--- config.mk ---
export PLATFORM = sky130hd
export DESIGN_NAME = gray_decoder_flat
export DESIGN_NICKNAME = d
export VERILOG_FILES = /design/src/rtl/gray_decoder_if.sv /design/src/rtl/gray_decoder.sv /design/src/flat_wrapper.sv
export SDC_FILE = /design/constraint.sdc
export NUM_CORES = 1
export LEC_CHECK = 0
export CORE_MARGIN = 8
export CORE_UTILIZATION = 35
export CTS_CLUSTER_DIAMETER = 60
export DETAILED_ROUTE_END_ITERATION = 6
export PLACE_DENSITY = 0.58
export SYNTH_ARGS = -nofsm -noshare
export SYNTH_HDL_FRONTEND = slang
export SYNTH_SLANG_ARGS = --single-unit
--- constraint.sdc ---
create_clock -name clk -period 2.7 [get_ports clk]
set_input_delay 0.54 -clock clk [delete_from_list [all_inputs] [get_ports clk]]
set_output_delay 0.54 -clock clk [all_outputs]
set_load 0.02 [all_outputs]
--- src/rtl/gray_decoder_if.sv ---
// Gray decoder stream interface: Gray words in, decoded binary words and
// step flags out.
interface gray_decoder_if #(
   parameter int N = 4
);
   // Handshake semantics (both directions): a word moves on a rising clock
   // edge where valid && ready. Once the producer raises valid, the word and
   // its flags hold steady until that edge. ready may depend combinationally
   // on the consumer's state but never on valid.
   logic         in_valid;
   logic         in_ready;
   logic [N-1:0] in_gray;
   logic         out_valid;
   logic         out_ready;
   logic [N-1:0] out_bin;
   logic         out_first;
   logic         out_step_ok;
   logic         out_up;
   logic         out_down;

   // Upstream/downstream side (test driver or surrounding logic)
   modport master (
      output in_valid, in_gray, out_ready,
      input  in_ready, out_valid, out_bin, out_first, out_step_ok, out_up, out_down
   );

   // Decoder side
   modport slave (
      input  in_valid, in_gray, out_ready,
      output in_ready, out_valid, out_bin, out_first, out_step_ok, out_up, out_down
   );
endinterface

--- src/rtl/gray_decoder.sv ---
// Gray-to-binary decoder with one-word output register, step checking
// (single-bit change, +1 / -1 direction) and a saturating step-error counter.
module gray_decoder #(
   parameter int N     = 4,
   parameter int ERR_W = 8
) (
   input  logic             clk,
   input  logic             rst_n,
   gray_decoder_if.slave    bus,
   input  logic             clr_err,
   output logic [ERR_W-1:0] err_cnt
);
   localparam logic [N-1:0]     BIN_ONE = {{(N-1){1'b0}}, 1'b1};
   localparam logic [ERR_W-1:0] ERR_ONE = {{(ERR_W-1){1'b0}}, 1'b1};
   localparam logic [ERR_W-1:0] ERR_MAX = {ERR_W{1'b1}};

   logic [N-1:0] prev_gray;
   logic [N-1:0] prev_bin;
   logic         first_pending;
   logic [N-1:0] bin_c;
   logic [N-1:0] diff_c;
   logic         one_bit_c;
   logic         up_c;
   logic         down_c;
   logic         accept;
   logic         err_inc;

   // The output register frees up when empty or when its word leaves this cycle.
   assign bus.in_ready = !bus.out_valid || bus.out_ready;
   assign accept       = bus.in_valid && bus.in_ready;

   // Decode: each binary bit is the XOR of all Gray bits at or above it.
   always_comb begin
      bin_c      = '0;
      bin_c[N-1] = bus.in_gray[N-1];
      for (int i = N - 2; i >= 0; i--) begin
         bin_c[i] = bin_c[i+1] ^ bus.in_gray[i];
      end
   end

   // Step classification against the previously accepted code.
   always_comb begin
      diff_c    = bus.in_gray ^ prev_gray;
      // Exactly one bit set: non-zero and clearing the lowest set bit leaves zero.
      one_bit_c = (diff_c != '0) && ((diff_c & (diff_c - BIN_ONE)) == '0);
      // Modular +1/-1 compare; the N-bit arithmetic wraps for free.
      up_c      = !first_pending && one_bit_c && (bin_c == (prev_bin + BIN_ONE));
      down_c    = !first_pending && one_bit_c && (bin_c == (prev_bin - BIN_ONE));
      // A repeated identical code is also an error (distance 0).
      err_inc   = accept && !first_pending && !one_bit_c;
   end

   // Output register and history: load on acceptance, empty when drained.
   always_ff @(posedge clk or negedge rst_n) begin
      if (!rst_n) begin
         bus.out_valid   <= 1'b0;
         bus.out_bin     <= '0;
         bus.out_first   <= 1'b0;
         bus.out_step_ok <= 1'b0;
         bus.out_up      <= 1'b0;
         bus.out_down    <= 1'b0;
         prev_gray       <= '0;
         prev_bin        <= '0;
         first_pending   <= 1'b1;
      end else if (accept) begin
         bus.out_valid   <= 1'b1;
         bus.out_bin     <= bin_c;
         bus.out_first   <= first_pending;
         bus.out_step_ok <= first_pending || one_bit_c;
         bus.out_up      <= up_c;
         bus.out_down    <= down_c;
         prev_gray       <= bus.in_gray;
         prev_bin        <= bin_c;
         first_pending   <= 1'b0;
      end else if (bus.out_valid && bus.out_ready) begin
         bus.out_valid   <= 1'b0;
      end
   end

   // Saturating step-error counter; clear wins over a same-cycle increment.
   always_ff @(posedge clk or negedge rst_n) begin
      if (!rst_n) begin
         err_cnt <= '0;
      end else if (clr_err) begin
         err_cnt <= '0;
      end else if (err_inc && (err_cnt != ERR_MAX)) begin
         err_cnt <= err_cnt + ERR_ONE;
      end
   end
endmodule

--- src/flat_wrapper.sv ---
// flat-port wrapper written by rule: the top's interface ports become plain ports
module gray_decoder_flat 
#(
   parameter int N     = 4,
   parameter int ERR_W = 8
)
  (clk, rst_n, clr_err, err_cnt, bus_in_valid, bus_in_gray, bus_out_ready, bus_in_ready, bus_out_valid, bus_out_bin, bus_out_first, bus_out_step_ok, bus_out_up, bus_out_down);
  gray_decoder_if #(.N(N)) bus_i ();
  input  logic clk;
  input  logic rst_n;
  input  logic clr_err;
  output logic [ERR_W-1:0] err_cnt;
  input wire logic [$bits(bus_i.in_valid)-1:0] bus_in_valid;
  input wire logic [$bits(bus_i.in_gray)-1:0] bus_in_gray;
  input wire logic [$bits(bus_i.out_ready)-1:0] bus_out_ready;
  output wire logic [$bits(bus_i.in_ready)-1:0] bus_in_ready;
  output wire logic [$bits(bus_i.out_valid)-1:0] bus_out_valid;
  output wire logic [$bits(bus_i.out_bin)-1:0] bus_out_bin;
  output wire logic [$bits(bus_i.out_first)-1:0] bus_out_first;
  output wire logic [$bits(bus_i.out_step_ok)-1:0] bus_out_step_ok;
  output wire logic [$bits(bus_i.out_up)-1:0] bus_out_up;
  output wire logic [$bits(bus_i.out_down)-1:0] bus_out_down;
  assign bus_i.in_valid = bus_in_valid;
  assign bus_i.in_gray = bus_in_gray;
  assign bus_i.out_ready = bus_out_ready;
  assign bus_in_ready = bus_i.in_ready;
  assign bus_out_valid = bus_i.out_valid;
  assign bus_out_bin = bus_i.out_bin;
  assign bus_out_first = bus_i.out_first;
  assign bus_out_step_ok = bus_i.out_step_ok;
  assign bus_out_up = bus_i.out_up;
  assign bus_out_down = bus_i.out_down;
  gray_decoder #(.N(N), .ERR_W(ERR_W)) u_core (.clk(clk), .rst_n(rst_n), .bus(bus_i), .clr_err(clr_err), .err_cnt(err_cnt));
endmodule
==> impl_metrics.ini <==
[cts]
htreeDepth = 1
cts_setup_buffers = 0
ctsLongestPathBuffers = 2
numCtsBuffers = 3
cts_root_buf = clkbuf_8
cts_resized = 0
clkTransAtPathRegs_ns = 0.08
clock_latency_ns = 0.26
cts_tree = done
postCtsHoldBufs = 0
cts.sinks = 21

[floorplanning]
core-area_sq_um = 3633
initial_core_util_pct = 35.85
dieHeight_um = 77.01
io_pins = 27
rows = 22
dieWidth_um = 77.01
dieArea_sq_um = 5930

[final_layout]
drive_gt1_share_pct = 18.24
final_cell_mix = 26 x clkdlybuf4s50_1, 20 x dfrtp_1, 10 x xnor2_1
insertedDiodeCount = 0
fin_nets = 161
final_core_util_pct = 45.35
layout.cells.most_common = clkdlybuf4s50_1
syn_to_final_growth_pct = 26.51

[timing]
drv_slew = 0
relSlewSlack_pct = 37.04
hold_ws_ns = 0.4804
skew_ns = 0.001872
worst_pin_slew_ns = 0.9429
finalHoldViolCount = 0
min_period_ns = 2.475
rsz0062_at_grt = no
finalCritPeriodShare_pct = 91.68
fmax_ghz = 0.4040
setup_viol = 0

[power_and_ir_drop]
power_density_nw_per_um2 = 543.5
p_leak_uw = 0.0006629
ir_drop_uv = 382.8

[outcome]
status = complete, no violations

[critical_path]
r2r_cells = 5
cp.arrival_ns = 2.62
r2r-start = u_core.prev_gray[0]
setup.worst_path.start_class = input pin
crit_family = compound AO/OA/AOI/OAI gates
max_stage_delay_ns = 0.78
crit_buf_inv = 1
critical_path_class = in -> reg
crit_chain = clkdlybuf4s50_1 > xnor2_2 > xnor2_1 > o311ai_2 > nor4_2 > mux2_4
critical_path.max_fanout = 13
crit_path_end_kind = flip-flop
r2r_end = u_core.err_cnt[3]
cp_slowest_cell = o311ai_2
reg2reg_slack_ns = 0.62
crit_cells = 6
required_ns = 2.85

[drt]
drtPass1Iterations = 4
vias = 965
drt_iter0_markers = 68
viasPerCell = 4.923
wl_per_cell_um = 13.75
detail-route-antenna-nets = 0
wl_mm = 2.695
drc_errors = 0

[synth]
async_flop_share_pct = 100.0
synth_seq_cells = 21
ys_seq_area_share_pct = 40.44
ys.flop_type = dfrtp_1
synth_cell_types = 39
synth_warnings = 0
synth_nets = 133
syn-instance-count = 121
synth_area_sq_um = 1302
synth-edff-count = 0
avgSynthCellArea_sq_um = 10.76

[grt]
grt_max_degree = 22
antenna_found_initial = 0
grt_pass1_wl_mm = 4.519
grt_pass1_vias = 969
track_usage_pct = 9.142
grt.overflow.total = 0

[run]
drv_cap = 0

[worst_hold_path]
min_path_type = reg -> reg
hold_end = u_core.bus.out_step_ok
hold_start = u_core.bus.out_step_ok
whs_path_depth = 2

[placement]
portBuffers = 26
place_congestion = 0.7724
dp_hpwl_mm = 2.013
-- metal layers --
layer  track usage, %  part of all wire [%]  routed length (um)
met5                0                     0                   0
met4            3.962                   1.5                  40
met3            2.797                   4.5                 120
met2            15.21                    49                1318
met1            10.56                    45                1215
-- registers in the layout, indices dropped and copies added, names as in the netlist --
| register | flops |
|---|---|
| u_core.bus.out_bin | 3 |
| u_core.bus.out_down | 1 |
| u_core.bus.out_first | 1 |
| u_core.bus.out_step_ok | 1 |
| u_core.bus.out_up | 1 |
| u_core.bus.out_valid | 1 |
| u_core.err_cnt | 8 |
| u_core.first_pending | 1 |
| u_core.prev_gray | 4 |
-- through the flow --
step	TNS [ns]	std cells	power [uW]	instance area, sq um	worst slack (ns)
3_5_place_dp	-0.1539	192	701.4	1603	-0.04581
3_3_place_gp	0	192	693.0	1603	0.008216
4_1_cts	0	196	911.5	1648	0.2320
6_report	0	196	895.5	1648	0.2247
2_1_floorplan	0	121	604.9	1303	0.6588
5_1_grt	0	196	956.8	1648	0.08741
-- cell usage after synthesis, types with 3 or more instances --
cell	count	area share, %
nand2_1	6	1.7
xor2_1	6	4.0
a21oi_1	4	1.5
nor2_1	9	2.6
mux2_2	8	6.9
dfrtp_1	20	38
ha_1	3	2.9
o21ai_0	3	1.2
or4_1	4	2.3
xnor2_1	10	6.7
nor3_1	3	1.2
mux2_4	3	3.5
nor2b_1	5	2.4
inv_1	3	0.86
nand3_1	4	1.5
-- logic make-up after synthesis --
group,after synthesis,synth area share [%]
simple gates,45,20.65
flops,21,40.44
xor+xnor,17,12.01
compound gates,14,8.646
mux,12,11.24
buf+inv,9,4.131
fa+ha+maj,3,2.882
-- layout make-up --
cell class | instances | area [sq um]
multi-input cells | 91 | 721.9
fillers | 351 | 1986
flip-flops and latches | 21 | 526.8
inverters | 3 | 11.26
repair buffers | 29 | 282.8
clock buffers | 4 | 45.04
well taps | 48 | 60.06
-- where the power goes --
part	internal (uW)	switching [uW]
clock	105	101
sequential	344	31.5
combinational	148	166
total	597	298
-- how the worst max path moves through the flow --
stage | start | endpoint | slack, ns
2_1_floorplan | bus_out_ready | u_core.err_cnt[5] | 0.66
3_3_place_gp | bus_in_gray[0] | u_core.err_cnt[4] | 0.008
3_5_place_dp | bus_in_gray[0] | u_core.err_cnt[3] | -0.05
4_1_cts | bus_in_gray[0] | u_core.err_cnt[3] | 0.23
5_1_grt | bus_in_gray[3] | u_core.err_cnt[2] | 0.09
6_report | bus_in_gray[0] | u_core.err_cnt[3] | 0.22
-- worst register-to-register path, stage by stage (launching register included) --
cell and delay [ns]:
dfrtp_1 0.42, xnor2_1 0.19, xnor2_1 0.10, o311ai_2 0.78, nor4_2 0.15, mux2_4 0.33
Note: power is estimated with default switching activity, not from simulation.
